$ cat config.mk
export PLATFORM = sky130hd
export DESIGN_NAME = fft4_stream
export DESIGN_NICKNAME = d
export VERILOG_FILES = /design/src/rtl/fft4_stream.sv
export SDC_FILE = /design/constraint.sdc
export NUM_CORES = 1
export LEC_CHECK = 0
export ABC_AREA = 0
export BUFFER_PORTS_ARGS = -buffer_cell sky130_fd_sc_hd__buf_4
export CORE_MARGIN = 2
export CORE_UTILIZATION = 35
export CTS_BUF_LIST = sky130_fd_sc_hd__clkbuf_4
export CTS_CLUSTER_SIZE = 25
export DETAILED_ROUTE_END_ITERATION = 10
export GPL_ROUTABILITY_DRIVEN = 0
export PLACE_DENSITY = 0.53
export SLEW_MARGIN = 20
export SYNTH_ARGS = -nofsm -noshare
export SYNTH_HDL_FRONTEND = slang
export SYNTH_SLANG_ARGS = --single-unit
$ cat constraint.sdc
create_clock -name clk -period 4 [get_ports clk]
set_input_delay 0.8 -clock clk [delete_from_list [all_inputs] [get_ports clk]]
set_output_delay 0.8 -clock clk [all_outputs]
set_load 0.03 [all_outputs]
$ cat src/rtl/fft4_stream.sv
// Streaming 4-point FFT/IFFT: collects four complex samples, computes all bins in one cycle,
// then streams them out in bin order. Define FFT4_STREAM_SCALE_EN to divide every bin by 4.
module fft4_stream #(
   parameter int DATA_WIDTH = 8
) (
   input  logic                         clk,
   input  logic                         rst_n,
   input  logic                         en,
   input  logic                         in_valid,
   output logic                         in_ready,
   input  logic signed [DATA_WIDTH-1:0] in_real,
   input  logic signed [DATA_WIDTH-1:0] in_imag,
   input  logic                         inverse,
   output logic                         out_valid,
   input  logic                         out_ready,
   output logic signed [DATA_WIDTH+1:0] out_real,
   output logic signed [DATA_WIDTH+1:0] out_imag,
   output logic [1:0]                   out_index,
   output logic                         out_last
);

   localparam int OW = DATA_WIDTH + 2;

   typedef enum logic [1:0] {COLLECT, COMPUTE, OUTPUT} state_t;

   state_t                       r_state;
   logic [1:0]                   r_n;
   logic [1:0]                   r_k;
   logic                         r_inv;
   logic                         r_last;
   logic signed [DATA_WIDTH-1:0] r_xr [0:3];
   logic signed [DATA_WIDTH-1:0] r_xi [0:3];
   logic signed [OW-1:0]         r_br [0:3];
   logic signed [OW-1:0]         r_bi [0:3];
   logic signed [OW-1:0]         r_out_real;
   logic signed [OW-1:0]         r_out_imag;

   logic signed [OW-1:0] w_xr [0:3];
   logic signed [OW-1:0] w_xi [0:3];
   logic signed [OW-1:0] w_bin_r [0:3];
   logic signed [OW-1:0] w_bin_i [0:3];
   logic signed [OW-1:0] w_sc_r [0:3];
   logic signed [OW-1:0] w_sc_i [0:3];
   logic signed [OW-1:0] w_sum_ac_r, w_sum_ac_i, w_sum_bd_r, w_sum_bd_i;
   logic signed [OW-1:0] w_dif_ac_r, w_dif_ac_i, w_dif_bd_r, w_dif_bd_i;
   logic signed [OW-1:0] w_rot_r, w_rot_i;

   genvar gi;
   generate
      for (gi = 0; gi < 4; gi++) begin : g_ext
         assign w_xr[gi] = {{2{r_xr[gi][DATA_WIDTH-1]}}, r_xr[gi]};
         assign w_xi[gi] = {{2{r_xi[gi][DATA_WIDTH-1]}}, r_xi[gi]};
      end
   endgenerate

   // Radix-2 split: a,c and b,d pairs, then the +/-j rotation of (b-d).
   assign w_sum_ac_r = w_xr[0] + w_xr[2];
   assign w_sum_ac_i = w_xi[0] + w_xi[2];
   assign w_sum_bd_r = w_xr[1] + w_xr[3];
   assign w_sum_bd_i = w_xi[1] + w_xi[3];
   assign w_dif_ac_r = w_xr[0] - w_xr[2];
   assign w_dif_ac_i = w_xi[0] - w_xi[2];
   assign w_dif_bd_r = w_xr[1] - w_xr[3];
   assign w_dif_bd_i = w_xi[1] - w_xi[3];

   // Forward uses -j(b-d) for X1; inverse uses +j(b-d).
   assign w_rot_r = r_inv ? -w_dif_bd_i :  w_dif_bd_i;
   assign w_rot_i = r_inv ?  w_dif_bd_r : -w_dif_bd_r;

   assign w_bin_r[0] = w_sum_ac_r + w_sum_bd_r;
   assign w_bin_i[0] = w_sum_ac_i + w_sum_bd_i;
   assign w_bin_r[1] = w_dif_ac_r + w_rot_r;
   assign w_bin_i[1] = w_dif_ac_i + w_rot_i;
   assign w_bin_r[2] = w_sum_ac_r - w_sum_bd_r;
   assign w_bin_i[2] = w_sum_ac_i - w_sum_bd_i;
   assign w_bin_r[3] = w_dif_ac_r - w_rot_r;
   assign w_bin_i[3] = w_dif_ac_i - w_rot_i;

   generate
      for (gi = 0; gi < 4; gi++) begin : g_scale
`ifdef FFT4_STREAM_SCALE_EN
         assign w_sc_r[gi] = w_bin_r[gi] >>> 2;
         assign w_sc_i[gi] = w_bin_i[gi] >>> 2;
`else
         assign w_sc_r[gi] = w_bin_r[gi];
         assign w_sc_i[gi] = w_bin_i[gi];
`endif
      end
   endgenerate

   always_ff @(posedge clk or negedge rst_n) begin
      if (!rst_n) begin
         r_state    <= COLLECT;
         r_n        <= 2'd0;
         r_k        <= 2'd0;
         r_inv      <= 1'b0;
         r_last     <= 1'b0;
         r_out_real <= '0;
         r_out_imag <= '0;
         for (int i = 0; i < 4; i++) begin
            r_xr[i] <= '0;
            r_xi[i] <= '0;
            r_br[i] <= '0;
            r_bi[i] <= '0;
         end
      end else if (en) begin
         case (r_state)
            COLLECT: begin
               if (in_valid) begin
                  r_xr[r_n] <= in_real;
                  r_xi[r_n] <= in_imag;
                  if (r_n == 2'd0) r_inv <= inverse;
                  r_n <= r_n + 2'd1;
                  if (r_n == 2'd3) r_state <= COMPUTE;
               end
            end
            COMPUTE: begin
               for (int i = 0; i < 4; i++) begin
                  r_br[i] <= w_sc_r[i];
                  r_bi[i] <= w_sc_i[i];
               end
               r_out_real <= w_sc_r[0];
               r_out_imag <= w_sc_i[0];
               r_k        <= 2'd0;
               r_last     <= 1'b0;
               r_state    <= OUTPUT;
            end
            OUTPUT: begin
               if (out_ready) begin
                  if (r_k == 2'd3) begin
                     r_k     <= 2'd0;
                     r_last  <= 1'b0;
                     r_state <= COLLECT;
                  end else begin
                     r_k        <= r_k + 2'd1;
                     r_out_real <= r_br[r_k + 2'd1];
                     r_out_imag <= r_bi[r_k + 2'd1];
                     r_last     <= (r_k == 2'd2);
                  end
               end
            end
            default: r_state <= COLLECT;
         endcase
      end
   end

   // Handshake flags are gated by en and rst_n so they drop immediately.
   assign in_ready  = rst_n & en & (r_state == COLLECT);
   assign out_valid = rst_n & en & (r_state == OUTPUT);
   assign out_real  = r_out_real;
   assign out_imag  = r_out_imag;
   assign out_index = r_k;
   assign out_last  = r_last;

endmodule

; Word level (Yosys, flattened, before mapping)
; Index checks and enable logic that the tools add are counted.
[totals]
reg_bits = 172
inputBits = 22
output_inout_bits = 25
wordCells = 100
[op_classes]
n_addsub = 20
magnitude_cmp = 3
n_eq_ne = 10
mux = 29
bitwise = 5
n_reduce_logical = 10
[op_table]
columns = op, count
row1 = two-way mux 10 bit, 10
row2 = bitwise mux 32 bit, 2
row3 = binary-select mux 10 bit (select 2 bit), 2
row4 = one-hot mux 10 bit (2 select lines), 2
row5 = adder 8 x 8 -> 9 bit, 4
row6 = subtractor 8 x 8 -> 9 bit, 4
row7 = adder 9 x 10 -> 10 bit, 2
row8 = adder 9 x 9 -> 10 bit, 2
row9 = negation 9 -> 10 bit, 2
row10 = subtractor 9 x 10 -> 10 bit, 2
row11 = subtractor 9 x 9 -> 10 bit, 2
row12 = demux 8 bit (select 2 bit), 1
row13 = two-way mux 2 bit, 6
row14 = inequality test 2 bit (second input constant), 5
row15 = == test 2 bit (second input constant), 4
row16 = two-way mux 8 bit, 1
row17 = AND reduction 4 bit, 2
row18 = greater-or-equal comparator 3 bit (second input constant), 2
row19 = inverter 2 -> 3 bit, 2
row20 = one-hot mux 2 bit (3 select lines), 1
row21 = AND reduction 3 bit, 2
row22 = AND reduction 5 bit, 1
row23 = adder 2 x 1 -> 2 bit (second input constant), 2
row24 = zero test 2 bit, 2
row25 = other kinds (9), 12

; Depth between registers and ports, before layout
[logic_depth]
ltp_word = 8
mapped_depth = 20
depth_no_buf = 20

; Worst setup path before layout
; Ideal clock, no wire load.
[synth_timing]
kind = flip-flop to flip-flop
startpoint = register r_xr[16] in the netlist's numbering
endpoint = register r_bi[9] in the netlist's numbering
setup_time_ns = 0.124
arrival_time_ns = 3.435
required_ns = 3.876
slack_ns = 0.440
path_stages_with_launch = 20
path_buffers = 1
period_less_slack_ns = 3.560
cell_sequence = dfrtp_1 -> inv_1 -> ha_1 -> inv_1 -> fa_1 -> a211oi_4 -> nor2_1 -> xnor2_1 -> nor2_1 -> a21oi_1 -> xor2_1 -> ha_1 -> clkbuf_1 -> a21oi_1 -> nor2_1 -> a41oi_1 -> a21oi_1 -> o21bai_1 -> xor2_1 -> o21ai_1
[synth_between]
elab_chain_len = 4
[synth_lines]
columns = item, line
row1 = "start, declared", 31  ; logic signed [DATA_WIDTH-1:0] r_xr [0:3];
row2 = "start signal, assigned by index", 110  ; r_xr[r_n] <= in_real;
row3 = subtractor 8 x 8 -> 9 bit (*), 63  ; assign w_dif_bd_r = w_xr[1] - w_xr[3];
row4 = negation 9 -> 10 bit, 68  ; assign w_rot_i = r_inv ? w_dif_bd_r : -w_dif_bd_r;
row5 = two-way mux 10 bit (*), 68
row6 = subtractor 9 x 10 -> 10 bit (*), 77  ; assign w_bin_i[3] = w_dif_ac_i - w_rot_i;
row7 = "end signal, assigned by index", 120  ; r_bi[i] <= w_sc_i[i];
row8 = "end, declared", 34  ; logic signed [OW-1:0] r_bi [0:3];
; Every way passes the cells marked *; elsewhere a longest branch is shown, timed or not.
; A chain may end at the register's enable or synchronous reset.

; Final worst setup path
[layout_timing]
startpoint = register r_xi[16] in the netlist's numbering
endpoint = register r_br[9] in the netlist's numbering
[layout_between]
elab_chain_len = 4
[layout_lines]
columns = item, line
row1 = "start, declared", 32  ; logic signed [DATA_WIDTH-1:0] r_xi [0:3];
row2 = "start signal, assigned by index", 111  ; r_xi[r_n] <= in_imag;
row3 = subtractor 8 x 8 -> 9 bit (*), 64  ; assign w_dif_bd_i = w_xi[1] - w_xi[3];
row4 = negation 9 -> 10 bit, 67  ; assign w_rot_r = r_inv ? -w_dif_bd_i : w_dif_bd_i;
row5 = two-way mux 10 bit (*), 67
row6 = subtractor 9 x 10 -> 10 bit (*), 76  ; assign w_bin_r[3] = w_dif_ac_r - w_rot_r;
row7 = "end signal, assigned by index", 119  ; r_br[i] <= w_sc_r[i];
row8 = "end, declared", 33  ; logic signed [OW-1:0] r_br [0:3];
; Marked as above.

==> flow_summary_export.csv <==
group,metric,value,unit
placed_design,hpwl,23.0,mm
route,dr.pass1.iters,5,
layout,area_growth,9.64,%
logic_synthesis,syn_nets,1483,
worst_hold_path,hp-class,"input pin to asynchronous set/reset pin",
run_status,status,"completed",
logic_synthesis,ys_ff_latch,168,
logic_synthesis,synth_area_leaders,"dfrtp_1, ha_1, mux2_2",
floorplanning,coreArea,34700,µm²
global_routing,antenna_found_initial,1,
logic_synthesis,synth.largest_area_cell,"dfrtp_1",
route,ant_nets,0,
cts,clk_pin_slew,150,ps
cts,hold_buffers,0,
worst_setup_path,crit_slowest_cell,"fa_1",
placed_design,portBuffers,46,
worst_setup_path,cp.required,4470,ps
logic_synthesis,synth_seq_area_share,33.9,%
route,viasPerCell,4.80,
cts,htree_levels,4,
global_routing,grt_usage,16.5,%
sta,fmax,264,MHz
route,wire_per_inst,16.0,µm
sta,fin_skew,52.1,ps
floorplanning,io_pins,47,
flow_run,drv_cap,0,
cts,clk_latency,620,ps
logic_synthesis,avgSynthCellArea,9.53,µm²
sta,slew_headroom,38.3,%
floorplanning,fp.dieArea,37000,µm²
worst_setup_path,path_max_fanout,4,
placed_design,place_ws,20.6,ps
worst_setup_path,cp_slowest_stage_delay,440,ps
logic_synthesis,synthesis.area,12400,µm²
worst_setup_path,cp_cell_sequence,"inv_1 > ha_1 > inv_1 > fa_1 > a211oi_4 > nor2_1 > xnor2_2 > nor2_1 > a41oi_1 > xor2_1 > ha_1 > inv_1 > a21oi_1 > a21oi_1 > a21oi_1 > o21bai_1 > xnor2_1 > o21ai_1",
route,vias,8657,
cts,clock_path_buffers,2,
layout,fin_nets,1519,
route,drt_iter0_drc,477,
global_routing,grt-ovfl-total,0,
route,totalWireLength,28.9,mm
worst_setup_path,arrival,4260,ps
floorplanning,initial_core_util,35.7,%
sta,setup_ws,210,ps
sta,min_period_over_period,94.7,%
layout,fillerInstances,3522,
logic_synthesis,synthCells,1301,
sta,setup_viol,0,
sta,whs,114,ps
global_routing,grt_max_degree,69,
cts,cts_tree,"done",
logic_synthesis,synth_edf_count,0,
logic_synthesis,synth_top_area_share,33.9,%
worst_setup_path,critPathKind,"flop to flop",
floorplanning,num_rows,68,
worst_setup_path,path_buf_inv,3,
logic_synthesis,async_reset_ff_share,100,%
logic_synthesis,synth_cell_types,58,
logic_synthesis,yosysWarnings,0,
worst_setup_path,critical_path.top_delay_family,"compound AO/OA/AOI/OAI gates",
worst_setup_path,crit_path_end_kind,"flop",
layout,final_util,39.2,%
sta,worstMarginPinSlew,923,ps
global_routing,grt_pass1_vias,8634,
logic_synthesis,synth-main-ff-cell,"dfrtp_1",
sta,hold_violations,0,
layout,drive_gt1_share,16.1,%
route,drc,0,
cts,cts_buffers,17,
sta,drv_slew,0,
floorplanning,die_x,192,µm
global_routing,grt_pass1_wl,47.1,mm
worst_setup_path,cp-start-kind,"flop",
floorplanning,die_height,192,µm
cts,clock-sinks,168,
sta,period_minus_slack,3790,ps
sta,rsz0062_at_grt,"yes",
cts,cts_root_buffer,"clkbuf_4",
-- registers in the layout, indices dropped and copies added, names as in the netlist --
register	cells
r_bi	38
r_br	38
r_xi	32
r_xr	32
out_imag	10
out_real	10
out_index	2
r_n	2
r_state	2
out_last	1
r_inv	1
-- area by class of cell --
class,instances,area [µm²],area share [%]
antenna,1,2.50,0.0184
clock buffer,17,128,0.938
clock inverter,14,161,1.19
inverter,143,537,3.95
multi-input combinational,945,7530,55.4
sequential,168,4200,30.9
tap,455,569,4.19
timing repair buffer,62,469,3.45
-- metal layers --
layer  up-vias  track usage [%]  wire, µm
met5         -                0         0
met4         0             4.29       352
met1      4100             24.5     15300
li1       4435                -         -
met3        18             2.36       816
met2       104             25.0     12400
-- path summary, 6_finish.rpt --
kind                                       from              endpoint  cells after the start  slack (ps)
setup / recovery           r_xi[16]$_DFFE_PN0P_   r_br[9]$_DFFE_PN0P_                     18         210
hold / removal                            rst_n  r_bi[27]$_DFFE_PN0P_                      1         110
setup reg to reg           r_xi[16]$_DFFE_PN0P_   r_br[9]$_DFFE_PN0P_                     18         210
hold reg to reg            r_bi[16]$_DFFE_PN0P_  r_bi[16]$_DFFE_PN0P_                      2         490
max in group asynchronous                 rst_n  r_bi[26]$_DFFE_PN0P_                      2        2630
min in group clk                     in_real[6]   r_xr[6]$_DFFE_PN0P_                      2         430
-- per-stage QoR --
step                      std cells  TNS, ps  cell area, µm²
after floorplan                1301        0           12400
after global placement         1771        0           13200
after detailed placement       1771        0           13200
after CTS                      1802        0           13500
after global routing           1805     -184           13600
final                          1805        0           13600
-- what timing repair did --
item / in CTS / in global routing
setup buffers: 0 / 2
gates resized for setup: 1 / 10
endpoints found under the setup margin: 1 / 11
pin swaps: 0 / 2
-- cell usage in the layout, fill, tap and decap left out, types with 4 or more instances in the layout --
cell	netlist	layout
mux2i_1	7	7
nor3_1	15	15
fa_1	16	15
a31oi_1	4	4
o21ai_1	7	8
buf_4	0	61
clkbuf_4	0	17
nand2b_1	8	8
dfrtp_1	168	168
xnor2_1	86	83
o21bai_1	32	32
nor2b_1	7	7
inv_1	142	142
a211oi_1	5	4
o21ai_0	113	111
inv_6	0	4
mux4_2	18	18
xor2_1	38	38
mux2_2	79	79
clkinvlp_4	0	4
ha_1	144	143
nor2_1	93	92
o21a_1	4	4
nand2_1	111	110
a21o_1	10	10
a21oi_1	97	96
and3_1	4	4
-- cell families after synthesis --
| kind of cell | count (synthesis) | synth area share [%] |
|---|---|---|
| flops | 168 | 33.9 |
| buf+inv | 188 | 5.88 |
| fa+ha+maj | 160 | 17.1 |
| simple gates | 258 | 9.02 |
| mux | 104 | 11.0 |
| compound gates | 299 | 14.3 |
| xor+xnor | 124 | 8.76 |
-- cells in the mapped netlist, drive strengths merged (18+ instances only) --
| cell | instances |
|---|---|
| mux4 | 18 |
| dfrtp | 168 |
| clkbuf | 29 |
| mux2 | 79 |
| nand2 | 111 |
| o21bai | 33 |
| xnor2 | 86 |
| o21ai | 121 |
| xor2 | 38 |
| ha | 144 |
| nor2 | 93 |
| inv | 143 |
| a21oi | 99 |
Power is not shown: default switching activity piles up to over one toggle a cycle in this logic, so the estimate is an artifact.
